[src/rtl/instr_fetch_queue.sv]
// Instruction fetch stage with prefetch FIFO for the 16-bit CPU.
// Owns fetch PC, issues one req/ack memory read at a time, buffers results.
//
// Ports:
//   clock, resetn          : clock, async active-low reset
//   mem_req/mem_addr       : instruction memory read request and byte address
//   mem_ack/mem_rdata      : memory completion and returned instruction word
//   ir_valid/ir/ir_pc      : FIFO head presented to the CPU
//   ir_ready               : CPU consumes head this cycle
//   redirect/redirect_pc   : flush FIFO and restart fetch at redirect_pc
module instr_fetch_queue #(
    parameter int unsigned DEPTH    = 4,
    parameter logic [15:0] RESET_PC = 16'h0000,
    parameter logic [15:0] PC_STEP  = 16'd2
) (
    input  logic        clock,
    input  logic        resetn,
    output logic        mem_req,
    output logic [15:0] mem_addr,
    input  logic        mem_ack,
    input  logic [15:0] mem_rdata,
    output logic        ir_valid,
    output logic [15:0] ir,
    output logic [15:0] ir_pc,
    input  logic        ir_ready,
    input  logic        redirect,
    input  logic [15:0] redirect_pc
);

    localparam int unsigned AW = (DEPTH > 1) ? $clog2(DEPTH) : 1;
    localparam int unsigned CW = AW + 1;

    typedef enum logic [1:0] {
        IDLE,
        WAIT,
        DISCARD
    } state_t;

    state_t        state;
    logic [15:0]   fetch_pc;
    logic [15:0]   buf_ir [DEPTH];
    logic [15:0]   buf_pc [DEPTH];
    logic [AW-1:0] rptr;
    logic [AW-1:0] wptr;
    logic [CW-1:0] count;
    logic [CW-1:0] count_nxt;
    logic          push;
    logic          pop;
    logic          space_nxt;
    logic          space_now;
    logic [15:0]   tgt;
    logic [15:0]   step_pc;
    logic [15:0]   dis_pc;

    assign tgt     = redirect_pc & 16'hFFFE;
    assign step_pc = fetch_pc + PC_STEP;
    assign dis_pc  = redirect ? tgt : fetch_pc;

    // Redirect kills both the returning word and the consumer's pop.
    assign push = (state == WAIT) && mem_ack && !redirect;
    assign pop  = ir_valid && ir_ready && !redirect;

    always_comb begin
        count_nxt = count;
        if (redirect) begin
            count_nxt = '0;
        end else begin
            count_nxt = count + CW'(push) - CW'(pop);
        end
    end

    // Space is judged at issue time, so an ack can never overflow.
    assign space_nxt = count_nxt < CW'(DEPTH);
    assign space_now = count < CW'(DEPTH);

    assign ir_valid = (count != '0);
    assign ir       = buf_ir[rptr];
    assign ir_pc    = buf_pc[rptr];

    always_ff @(posedge clock or negedge resetn) begin
        if (!resetn) begin
            rptr  <= '0;
            wptr  <= '0;
            count <= '0;
            for (int i = 0; i < int'(DEPTH); i++) begin
                buf_ir[i] <= '0;
                buf_pc[i] <= '0;
            end
        end else begin
            count <= count_nxt;
            if (redirect) begin
                rptr <= wptr;
            end else begin
                if (push) begin
                    buf_ir[wptr] <= mem_rdata;
                    buf_pc[wptr] <= mem_addr;
                    wptr         <= wptr + 1'b1;
                end
                if (pop) begin
                    rptr <= rptr + 1'b1;
                end
            end
        end
    end

    // In WAIT/DISCARD fetch_pc tracks the address the next request uses;
    // in DISCARD it already holds the redirect target.
    always_ff @(posedge clock or negedge resetn) begin
        if (!resetn) begin
            state    <= IDLE;
            fetch_pc <= RESET_PC;
            mem_req  <= 1'b0;
            mem_addr <= RESET_PC;
        end else begin
            unique case (state)
                IDLE: begin
                    if (redirect) begin
                        fetch_pc <= tgt;
                    end else if (space_now) begin
                        mem_req  <= 1'b1;
                        mem_addr <= fetch_pc;
                        state    <= WAIT;
                    end
                end
                WAIT: begin
                    if (redirect && mem_ack) begin
                        fetch_pc <= tgt;
                        mem_addr <= tgt;
                    end else if (redirect) begin
                        fetch_pc <= tgt;
                        state    <= DISCARD;
                    end else if (mem_ack) begin
                        fetch_pc <= step_pc;
                        if (space_nxt) begin
                            mem_addr <= step_pc;
                        end else begin
                            mem_req <= 1'b0;
                            state   <= IDLE;
                        end
                    end
                end
                DISCARD: begin
                    if (mem_ack) begin
                        fetch_pc <= dis_pc;
                        if (space_nxt) begin
                            mem_addr <= dis_pc;
                            state    <= WAIT;
                        end else begin
                            mem_req <= 1'b0;
                            state   <= IDLE;
                        end
                    end else if (redirect) begin
                        fetch_pc <= tgt;
                    end
                end
                default: begin
                    state   <= IDLE;
                    mem_req <= 1'b0;
                end
            endcase
        end
    end

endmodule

[config.mk]
export PLATFORM = sky130hd
export DESIGN_NAME = instr_fetch_queue
export DESIGN_NICKNAME = d
export VERILOG_FILES = /design/src/rtl/instr_fetch_queue.sv
export SDC_FILE = /design/constraint.sdc
export NUM_CORES = 1
export LEC_CHECK = 0
export ABC_AREA = 1
export CORE_ASPECT_RATIO = 0.8
export CORE_MARGIN = 2
export CORE_UTILIZATION = 48
export DETAILED_ROUTE_END_ITERATION = 12
export PLACE_DENSITY = 0.69
export RECOVER_POWER = 100
export SLEW_MARGIN = 10
export SYNTH_ARGS = -nofsm -noshare
export SYNTH_HDL_FRONTEND = slang
export SYNTH_SLANG_ARGS = --single-unit
[constraint.sdc]
create_clock -name clock -period 5.72 [get_ports clock]
set_input_delay 1.144 -clock clock [delete_from_list [all_inputs] [get_ports clock]]
set_output_delay 1.144 -clock clock [all_outputs]
set_load 0.01 [all_outputs]
* Yosys cells after proc, flatten, opt, wreduce, memory -nomap -nowiden
Cells that the tools add are included. Widths: inputs -> output; s select.
Storage, ports and cells: word-level logic and storage cells 103, register bits 170, input port bits 37, output and inout port bits 50
Cells by class: reductions and logical operators 18, eq/ne operators 14, $lt $le $gt $ge 5, muxes and demuxes 43, add/subtract/negate cells 5, bitwise operators 3
Operator list (count):
- $mux 16 | 17
- $bwmux 64 | 2
- $bmux 16 s2 | 2
- $pmux 16 s3 | 1
- $demux 16 s2 | 1
- $pmux 16 s2 | 1
- $mux 2 | 9
- $add 16x2->16 const B | 1
- $ne 2x2->1 const B | 6
- $ne 3x2->1 const B | 3
- $reduce_and 8->1 | 1
- $mux 1 | 7
- $ge 3x3->1 const B | 2
- $logic_and 1x1->1 | 6
- $lt 3x3->1 const B | 2
- $ne 3x3->1 const B | 2
- $not 2->3 | 2
- $pmux 2 s3 | 1
- $reduce_and 6->1 | 1
- $reduce_bool 3->1 | 2
- $add 2x1->2 const B | 2
- $ne 4x3->1 const B | 1
- $reduce_and 2->1 | 2
- $reduce_and 4->1 | 1
- other kinds (12) | 13

* Logic depth before layout (Yosys ltp)
Gate-level depths: netlist (run 1).
word-level depth 12, gate-level depth with buffers 19

* Worst setup path after synthesis (run 1)
Ideal clock, no wire load.
path kind input to register, start in redirect, end reg mem_addr[15], slack 2440 ps, data required time 5604 ps, arrival 3163 ps, cell stages on the path 15, cell sequence buf_6 buf_2 nor2_1 ha_1 inv_1 ha_1 inv_1 fa_1 nand3_1 nand2_2 o21ai_4 buf_6 nor2_2 nand2_1 nand2_1
On the way: longest elaborated chain between the ends 8, elaborated cells on any way between the ends 19
RTL lines:
- start, declared | RTL line 26 | input logic redirect,
- $logic_not 1->1 | RTL line 60, 61
- $logic_and 1x1->1 | RTL line 60 | assign push = (state == WAIT) && mem_ack && !redirect;
- $add 3x1->3 | RTL line 68 | count_nxt = count + CW'(push) - CW'(pop);
- $sub 3x1->3 | RTL line 68
- $mux 3 | RTL line 65 | if (redirect) begin
- $lt 3x3->1 | RTL line 73 | assign space_nxt = count_nxt < CW'(DEPTH);
- $ne 3x2->1 (no line) / $ne 2x2->1 (equally long branches)
- $reduce_and 8->1 (no line)
- end signal, assigned | RTL line 121 | mem_addr <= fetch_pc;
- end signal, assigned | RTL line 128 | mem_addr <= tgt;
- end signal, assigned | RTL line 135 | mem_addr <= step_pc;
- end, declared | RTL line 19 | output logic [15:0] mem_addr,
Parallel ways exist; a longest one is shown, timed or not. The select of a mux whose other input is x is not followed. A chain may end at the register's enable or synchronous reset.

* Worst setup path in the final report (run 1)
start reg rptr[0], end out ir_pc[9]
On the way: longest elaborated chain between the ends 4
RTL lines:
- start, declared | RTL line 43 | logic [AW-1:0] rptr;
- start signal, assigned | RTL line 92 | rptr <= wptr;
- start signal, assigned | RTL line 100 | rptr <= rptr + 1'b1;
- $not 2->3 (not written as such) | RTL line 78 | assign ir_pc = buf_pc[rptr];
- $bmux 16 s2 | RTL line 78
- $mux 16 (not written as such) (2 in a row) | RTL line 78
- end, declared | RTL line 24 | output logic [15:0] ir_pc,
Every way passes these cells. The select of a mux whose other input is x is not followed.

==> results of run 1 <==
-- final timing paths --
| check | from | end | slack (ns) | cells past startpoint |
|---|---|---|---|---|
| max in group asynchronous | resetn | buf_pc[53]$_DFFE_PN0P_ | 2.31 | 2 |
| min in group asynchronous | resetn | state[1]$_DFFE_PN0P_ | 0.76 | 1 |
| setup reg to reg | state[1]$_DFFE_PN0P_ | mem_addr[1]$_DFFE_PN0P_ | 1.49 | 16 |
| setup / recovery | rptr[0]$_DFFE_PN0P_ | ir_pc[9] | 1.08 | 4 |
| hold reg to reg | buf_pc[43]$_DFFE_PN0P_ | buf_pc[43]$_DFFE_PN0P_ | 0.48 | 2 |
| hold / removal | buf_pc[43]$_DFFE_PN0P_ | buf_pc[43]$_DFFE_PN0P_ | 0.48 | 2 |
-- tightest hold or removal path, stage by stage, from the launching register on --
cell,delay [ns]
dfrtp_1,0.34
nand2_1,0.05
o21ai_0,0.06
-- state kept, by name (all words and copies together) (netlist names) --
register	cells
buf_ir	64
buf_pc	64
count	3
fetch_pc	16
mem_addr	16
mem_req	1
rptr	2
state	2
wptr	2
-- synthesized netlist by cell type, types with 5 or more instances --
master,n
clkbuf_1,25
o22ai_1,33
nand2_4,5
clkbuf_2,9
dfrtp_1,170
o21ai_0,211
buf_6,5
o31ai_1,7
ha_1,11
nor2_1,129
inv_1,69
o21ai_1,17
a21oi_1,20
nand2_1,274
nand4_1,7
nand3_1,30
nand2_2,5
nor2_2,9
a22oi_1,8
buf_2,24
xor2_1,7
-- final cells by class --
type                       instances  share of cell area [%]
sequential                       170                    42.5
multi-input combinational        792                    37.3
timing repair buffer              89                    8.73
clock buffer                      17                    4.25
inverter                          75                    2.82
tap                              225                    2.81
clock inverter                    15                    1.61
-- cell usage in the layout (no fill, tap or decap), drive strengths merged --
master,count
nand2,285
o21ai,229
dfrtp,170
nor2,139
inv,77
dlygate4sd3,50
o22ai,33
clkdlybuf4s50,33
nand3,30
a21oi,21
clkbuf,18
ha,11
a22oi,8
clkinv,8
nand4,7
xor2,7
o31ai,7
buf,5
a41oi,4
clkinvlp,4
o21bai,2
or2,2
o221ai,1
o211ai,1
a31oi,1
o22a,1
o2111ai,1
o21a,1
fa,1
bufinv,1
-- power breakdown --
part / total, mW / internal [mW] / switching, mW
clock network: 1.14 / 0.616 / 0.526
logic: 2.97 / 1.15 / 1.83
registers: 2.09 / 1.73 / 0.364
-- metrics by stage --
| stage | instances | utilization [%] | power, mW | area, sq um | hold WS, ns |
|---|---|---|---|---|---|
| after global routing | 1383 | 57.1 | 6.74 | 10000 | 0.501 |
| final | 1383 | 57.1 | 6.21 | 10000 | 0.480 |
| after CTS | 1383 | 57.6 | 6.37 | 10100 | 0.484 |
| after detailed placement | 1351 | 54.3 | 5.21 | 9520 | 0.468 |
| after floorplan | 1102 | - | 4.07 | 8680 | 0.448 |
| after global placement | 1351 | 54.3 | 5.15 | 9520 | 0.461 |
-- metal layers --
metal  GRT usage [%]  vias up
met2            35.5      261
met3            3.90       18
met5               0        -
met4            7.35        0
li1                -     3721
met1            37.5     3622
-- logic make-up (layout without fill, tap and decap cells) --
| kind of cell | after synthesis | count (layout) |
|---|---|---|
| buffers and inverters | 140 | 196 |
| AO/OA/AOI/OAI | 310 | 310 |
| flip-flops | 170 | 170 |
| XOR/XNOR | 7 | 7 |
| adder cells (fa/ha/maj) | 12 | 12 |
| AND/OR/NAND/NOR | 463 | 463 |
==> out/qor.yml, run 1 <==
clock_network:
  cts_inserted_buffers: 17
  ctsRootBufferMaster: "clkbuf_16"
  hold_buffers: 0
  cts_setup_buffers: 0
  cts_resized: 0
  clk_path_buf_depth: 2
  cts.sinks: 170
  htree_levels: 4
  cts_tree: "yes"
  path_clk_slew_ns: 0.07
  clk_latency_ns: 0.43
placement:
  dp_hpwl_microns: 13700
  portBuffers: 85
  pre_cts_ws_ns: 1.36
  place_congestion: 0.948
synth:
  postSynthCellCount: 1102
  ys_async_sr_fraction_pct: 100
  synth_xor_area_share_pct: 0.706
  netlist_area_sq_mm: 0.00868
  yosysTopAreaCell: "dfrtp_1"
  ys_seq_area_share_pct: 49.0
  ys_types: 40
  synth_mux_area_share_pct: 0
  yosys_warnings: 0
  syn_area_per_cell_sq_um: 7.88
  synth_edf_count: 0
  synth_top_family_by_area: "simple AND/OR/NAND/NOR gates"
  yosysTopAreaCellShare_pct: 49.0
  ys_top_cells_by_area: "dfrtp_1, o21ai_0, nand2_1, nor2_1, inv_1"
  synth_ff_type: "dfrtp_1"
  ys_seq_elements: 170
  synth_compound_area_share_pct: 19.5
  synth_fa_ha_area_share_pct: 1.82
  synthesis.nets: 1151
  synth-simple-area-share_pct: 21.9
die:
  io_pins: 87
  dieArea_sq_mm: 0.0192
  num_rows: 43
  core_area_sq_mm: 0.0175
  initial_core_util_pct: 49.5
  die_y_microns: 124
  dieWidth_microns: 154
finish:
  final.fill_count: 1644
  areaGrowthSynthToFinish_pct: 15.4
  drive_above_1_share_pct: 5.09
  seq_area_sq_mm: 0.00426
  fin_nets: 1194
  diodes: 0
  multiInputGateArea_sq_mm: 0.00374
flow_run:
  timing.max_cap.violations: 6
timing:
  fin_crit_sh_pct: 81.2
  clock_skew_ns: 0.00942
  finalSetupViolCount: 0
  relSlewSlack_pct: -49.8
  hold_viol: 0
  fin_tns_setup_ns: 0
  setup_ws_ns: 1.08
  maxSlewViolCount: 419
  grt_setup_unrepaired: "no"
  timing.fmax_mhz: 215
  tightest_slew_ns: 2.25
  fin_crit_ns: 4.64
grt:
  antenna_found_initial: 0
  grt_max_degree: 92
  grt_first_pass_wirelength_microns: 37200
  grt.total_usage_pct: 24.4
  grt_pass1_vias: 7083
  grt-ovfl-total: 0
detailed_routing:
  vias: 7622
  routed_via_density: 5.51
  antenna_left: 0
  drt-met1-wl_microns: 10900
  top_layer: "met4"
  wl_met2_microns: 9830
  post-route-drc-count: 0
  wl_per_cell_microns: 16.2
  drt_pass1_iterations: 5
  drt-initial-drc-count: 692
  finalWirelength_microns: 22400
  wl_met3_microns: 1430
run_status:
  violations: "max-capacitance violations, max-slew violations"
  status: "finished, violations left"
setup_path:
  path_class: "reg -> out"
  worstPathRequired_ns: 4.58
  cp_slowest_cell: "inv_1"
  path_cells: "inv_1, o21ai_0, o22ai_1, dlygate4sd3_1"
  critical_path.top_delay_family: "buffers and inverters"
  path_max_fanout: 66
  crit_buf_inv: 2
  crit_arrival_ns: 3.50
  critPathMaxStageDelay_ns: 1.43
  critPathLaunchType: "register"
  end_kind: "output port"
power:
  irDropWorstVdd_v: 0.000238
  leakage_nw: 4.74
  power_density_mw_per_mm2: 620
worst_hold_path:
  hold_path_class: "reg -> reg"
No activity file was read; power rests on OpenSTA's default activity.
==> inputs of run 2 (changes only) <==
- PLACE_DENSITY: 0.69 -> 0.72
- clock period: 5.72 -> 4.15 ns (I/O delays scaled with it)
==> out/qor.yml, run 2 (synthesis results as in run 1) <==
finish:
  diodes: 0  # unchanged
  final_common_cell: "nand2_1"
  areaGrowthSynthToFinish_pct: 16.3
  layout_common_cells: "nand2_1, o21ai_0, dfrtp_1"
  drive_above_1_share_pct: 5.33  # +0.23 points
  final.fill_count: 1597  # -2.9%
  fin_nets: 1200  # +0.50%
  reg_top3: "buf_ir (64), buf_pc (64)"
setup_path:
  r2r_cells: 18  # +2
  path_cells: "inv_1, buf_12, o21ai_0, o22ai_1, dlygate4sd3_1"
  crit_buf_inv: 3  # +1
  worstPathRequired_ns: 3.32  # -1.26 ns
  reg2reg_from: "state[1]$_DFFE_PN0P_"
  critPathLaunchType: "register"
  critPathMaxStageDelay_ns: 0.75  # -0.68 ns
  path_class: "reg -> out"
  r2r_slack_ns: 0.83  # -0.66 ns
  end_kind: "output port"
  crit_arrival_ns: 2.84  # -0.66 ns
  r2r_end: "mem_addr[1]$_DFFE_PN0P_"
  path_max_fanout: 36  # -45%
  critical_path.top_delay_family: "buffers and inverters"
  cp_slowest_cell: "inv_1"
detailed_routing:
  vias: 7713  # +1.2%
  post-route-drc-count: 0  # unchanged
  drt-initial-drc-count: 832  # +20%
  routed_via_density: 5.55  # +0.76%
  finalWirelength_microns: 22300  # -0.60%
  wl_per_cell_microns: 16.1  # -1.0%
  antenna_left: 0  # unchanged
  drt_pass1_iterations: 5  # unchanged
run_status:
  violations: "max-capacitance violations, max-slew violations"
  status: "finished, violations left"
clock_network:
  cts.sinks: 170  # unchanged
  clk_path_buf_depth: 2  # unchanged
  cts_tree: "yes"
  ctsRootBufferMaster: "clkbuf_16"
  clk_latency_ns: 0.43  # about the same
  cts_resized: 0  # unchanged
  path_clk_slew_ns: 0.06  # about the same
  cts_setup_buffers: 0  # unchanged
  htree_levels: 4  # unchanged
  cts_inserted_buffers: 17  # unchanged
  hold_buffers: 0  # unchanged
die:
  core_area_sq_mm: 0.0175  # unchanged
  initial_core_util_pct: 49.5  # unchanged
  die_y_microns: 124  # unchanged
  dieWidth_microns: 154  # unchanged
  num_rows: 43  # unchanged
  dieArea_sq_mm: 0.0192  # unchanged
  io_pins: 87  # unchanged
flow_run:
  timing.max_cap.violations: 5  # -1
power:
  pwr-share-comb_pct: 48.0  # about the same
  irDropWorstVdd_v: 0.000278  # +17%
  p_switching_mw: 3.73  # +37%
  switching_share_pct: 43.2  # -0.59 points
  internal_power_mw: 4.91  # +41%
  power_frac_clock_pct: 18.4  # about the same
  leakage_nw: 4.79  # +0.90%
  seqPwrFrac_pct: 33.5  # -0.2 points
  power_density_mw_per_mm2: 857  # +38%
timing:
  fin_crit_ns: 3.67
  fin_tns_setup_ns: 0  # unchanged
  finalSetupViolCount: 0  # unchanged
  clock_skew_ns: 0.00953  # +0.000106 ns
  grt_setup_unrepaired: "no"
  fin_crit_sh_pct: 88.4
  tightest_slew_ns: 2.27  # +0.0274 ns
  setup_ws_ns: 0.482  # -0.594 ns
  maxSlewViolCount: 351  # -16%
  relSlewSlack_pct: -51.6  # -1.8 points
  hold_viol: 0  # unchanged
  timing.fmax_mhz: 273
grt:
  antenna_found_initial: 0  # unchanged
  grt.total_usage_pct: 24.1  # -0.27 points
  grt_first_pass_wirelength_microns: 36800  # -1.1%
  grt_max_degree: 92  # unchanged
  grt_pass1_vias: 7002  # -1.1%
  grt-ovfl-total: 0  # unchanged
placement:
  dp_hpwl_microns: 13900  # +1.5%
  pre_cts_ws_ns: 0.416  # -0.948 ns
  portBuffers: 85  # unchanged
  place_congestion: 0.890  # -6.1%
worst_hold_path:
  whs_endpoint: "buf_pc[45]$_DFFE_PN0P_"
  min_from: "buf_pc[45]$_DFFE_PN0P_"
  whs_path_depth: 2  # unchanged
  hold_path_class: "reg -> reg"
[run 2: cell types whose count changed in the layout (fill, tap and decap cells not counted), sizes merged]
cell / change
buf: +5
bufinv: +1
clkbuf: +4
clkdlybuf4s50: +2
clkinv: -3
clkinvlp: +1
dlygate4sd3: -2
inv: -2
[run 2: how the worst max path moves through the flow]
stage	start	to	slack, ns	cells after the start
after CTS	rptr[1]$_DFFE_PN0P_	ir_pc[13]	0.79	5
after floorplan	redirect	mem_addr[15]$_DFFE_PN0P_	1.18	15
after global placement	mem_ack	mem_addr[1]$_DFFE_PN0P_	0.48	16
after global routing	rptr[0]$_DFFE_PN0P_	ir_pc[5]	0.34	5
after detailed placement	mem_ack	mem_addr[1]$_DFFE_PN0P_	0.42	16
final	rptr[0]$_DFFE_PN0P_	ir_pc[5]	0.48	5
[run 2: per-layer routing]
layer	routed length [microns]	global-route usage, %	vias to the layer above
met5	0	0	-
met4	455	7.84	0
met3	1840	5.39	31
met1	10300	36.4	3646
met2	9750	34.4	296
li1	-	-	3740
[run 2: tightest hold or removal path, stage by stage (launching register included)]
cell and delay, ns:
dfrtp_1 0.34, nand2_1 0.05, o21ai_0 0.06
[run 2: power groups by stage]
stage               registers [mW]  logic [mW]  clock network [mW]
global route                  2.99        4.69                1.69
floorplan                     2.78        2.83                   0
detailed placement            2.91        4.34                   0
CTS                           2.89        4.37                1.63
global placement              2.89        4.26                   0
finish                        2.90        4.15                1.59
[run 2: area by class of cell]
cell class                      instances  area, sq um  share of cell area, %
Clock buffer                           20          457                   4.52
Clock inverter                         12          139                   1.38
Inverter                               75          283                   2.80
Multi-Input combinational cell        792         3740                   37.1
Sequential cell                       170         4260                   42.2
Tap cell                              225          282                   2.79
Timing Repair Buffer                   95          938                   9.30
[run 2: per-stage QoR]
stage	hold slack [ns]	instance area (sq um)	instances	power [mW]	util (%)
global placement	0.461	9580	1357	7.15	54.6
floorplan	0.448	8680	1102	5.61	-
finish	0.482	10100	1389	8.65	57.5
CTS	0.484	10200	1389	8.89	58.0
detailed placement	0.468	9580	1357	7.24	54.6
global route	0.501	10100	1389	9.38	57.5
==> inputs of run 3 (changes only) <==
- CTS_BUF_LIST: not set -> sky130_fd_sc_hd__clkbuf_4
==> out/qor.yml, run 3 (synthesis results as in run 1) <==
run_status:
  status: "finished, violations left"
  violations: "max-capacitance violations, max-slew violations"
finish:
  layout_common_cells: "nand2_1, o21ai_0, dfrtp_1"
  final_common_cell: "nand2_1"
  final_area_sq_mm: 0.00979  # -3.0%
  fin_nets: 1200  # unchanged
  areaGrowthSynthToFinish_pct: 12.8
  post-route-util_pct: 55.8  # -1.7 points
  final.fill_count: 1648  # +3.2%
  drive_above_1_share_pct: 5.50  # +0.17 points
  reg_top3: "buf_ir (64), buf_pc (64)"
timing:
  relSlewSlack_pct: -48.1  # +3.6 points
  fin_crit_ns: 3.72  # +0.0522 ns
  fin_tns_setup_ns: 0  # unchanged
  timing.fmax_mhz: 269  # -1.4%
  fin_crit_sh_pct: 89.6  # +1.3 points
  grt_setup_unrepaired: "no"
  timing.hold.ws_ns: 0.498  # +0.0159 ns
  maxSlewViolCount: 222  # -37%
  finalSetupViolCount: 0  # unchanged
  hold_viol: 0  # unchanged
  tightest_slew_ns: 2.22  # -0.0537 ns
  clock_skew_ns: 0.0211  # +0.0115 ns
detailed_routing:
  antenna_left: 0  # unchanged
  drt_pass1_iterations: 5  # unchanged
  wl_per_cell_microns: 15.7  # -2.1%
  routed_via_density: 5.49  # -1.2%
  finalWirelength_microns: 21800  # -2.1%
  vias: 7626  # -1.1%
  drt-initial-drc-count: 797  # -4.2%
  post-route-drc-count: 0  # unchanged
setup_path:
  path_max_fanout: 19  # -47%
  end_kind: "output port"
  reg2reg_from: "state[1]$_DFFE_PN0P_"
  critPathLaunchType: "register"
  r2r_end: "mem_addr[1]$_DFFE_PN0P_"
  crit_arrival_ns: 2.89  # +0.05 ns
  worstPathRequired_ns: 3.32  # about the same
  r2r_slack_ns: 0.63  # -0.20 ns
  path_class: "reg -> out"
  r2r_cells: 18  # unchanged
power:
  irDropWorstVdd_v: 0.000274  # -1.6%
  pwr-share-comb_pct: 51.8  # +3.8 points
  seqPwrFrac_pct: 36.1  # +2.6 points
  power_frac_clock_pct: 12.1  # -6.3 points
  switching_share_pct: 45.8  # +2.6 points
  leakage_nw: 4.66  # -2.7%
  internal_power_mw: 4.34  # -12%
  power_density_mw_per_mm2: 817  # -4.7%
  p_switching_mw: 3.66  # -1.9%
die:
  num_rows: 43  # unchanged
  dieWidth_microns: 154  # unchanged
  io_pins: 87  # unchanged
  core_area_sq_mm: 0.0175  # unchanged
  initial_core_util_pct: 49.5  # unchanged
  die_y_microns: 124  # unchanged
  dieArea_sq_mm: 0.0192  # unchanged
worst_hold_path:
  hold_path_class: "reg -> reg"
  whs_endpoint: "buf_ir[46]$_DFFE_PN0P_"
  whs_path_depth: 2  # unchanged
  min_from: "buf_ir[46]$_DFFE_PN0P_"
flow_run:
  timing.max_cap.violations: 4  # -1
grt:
  grt.total_usage_pct: 23.5  # -0.57 points
  grt-ovfl-total: 0  # unchanged
  grt_pass1_vias: 6916  # -1.2%
  antenna_found_initial: 1  # +1
  grt_first_pass_wirelength_microns: 36100  # -1.8%
  grt_max_degree: 92  # unchanged
placement:
  place_congestion: 0.890  # unchanged
  dp_hpwl_microns: 13900  # unchanged
  portBuffers: 85  # unchanged
  dpl_cell_area_sq_mm: 0.00958  # unchanged
clock_network:
  htree_levels: 4  # unchanged
  cts.sinks: 170  # unchanged
  cts_resized: 0  # unchanged
  cts_inserted_buffers: 17  # unchanged
  clk_latency_ns: 0.57  # +0.14 ns
  hold_buffers: 0  # unchanged
  path_clk_slew_ns: 0.14  # +0.08 ns
  cts_tree: "yes"
  ctsRootBufferMaster: "clkbuf_4"
  clk_path_buf_depth: 2  # unchanged
  cts_setup_buffers: 0  # unchanged
[run 3: per-layer routing]
metal | GRT usage, % | wire, microns | vias to the layer above | share of wire (%)
met4 | 6.21 | 366 | 0 | 1.7
li1 | - | - | 3741 | -
met5 | 0 | 0 | - | 0
met2 | 33.6 | 9410 | 282 | 43
met3 | 5.50 | 1620 | 28 | 7.4
met1 | 36.0 | 10400 | 3575 | 48
[run 3: worst max-delay path, stage by stage, from the launching register on]
cell           delay [ns]
dfrtp_1              0.41
inv_1                0.40
clkbuf_2             0.47
o21ai_0              0.16
o22ai_1              0.23
dlygate4sd3_1        0.64
[run 3: worst max path at each step]
| stage | endpoint | slack, ns | cells after the start | start |
|---|---|---|---|---|
| 3_5_place_dp | mem_addr[1]$_DFFE_PN0P_ | 0.42 | 16 | mem_ack |
| 3_3_place_gp | mem_addr[1]$_DFFE_PN0P_ | 0.48 | 16 | mem_ack |
| 2_1_floorplan | mem_addr[15]$_DFFE_PN0P_ | 1.18 | 15 | redirect |
| 6_report | ir_pc[13] | 0.43 | 5 | rptr[1]$_DFFE_PN0P_ |
| 5_1_grt | ir[7] | 0.26 | 5 | rptr[1]$_DFFE_PN0P_ |
| 4_1_cts | ir_pc[13] | 0.61 | 5 | rptr[1]$_DFFE_PN0P_ |
[run 3: layout make-up]
cell class / instances / area, sq um / area share (%)
Timing Repair Buffer: 95 / 916 / 9.36
Sequential cell: 170 / 4260 / 43.5
Clock inverter: 14 / 146 / 1.50
Antenna cell: 1 / 2.50 / 0.0256
Multi-Input combinational cell: 792 / 3770 / 38.5
Clock buffer: 18 / 135 / 1.38
Tap cell: 225 / 282 / 2.88
Inverter: 75 / 283 / 2.89
[run 3: power by group through the flow]
stage	sequential, mW	combinational [mW]	clock, mW
CTS	2.88	4.35	0.986
finish	2.89	4.14	0.966
detailed placement	2.91	4.34	0
floorplan	2.78	2.83	0
global route	2.98	4.69	1.05
global placement	2.89	4.26	0
[run 3: metrics by stage]
| step | std cells | setup slack, ns | total power [mW] |
|---|---|---|---|
| 3_5_place_dp | 1357 | 0.416 | 7.24 |
| 5_1_grt | 1390 | 0.260 | 8.72 |
| 6_report | 1390 | 0.430 | 8.00 |
| 3_3_place_gp | 1357 | 0.480 | 7.15 |
| 4_1_cts | 1389 | 0.605 | 8.22 |
| 2_1_floorplan | 1102 | 1.18 | 5.61 |
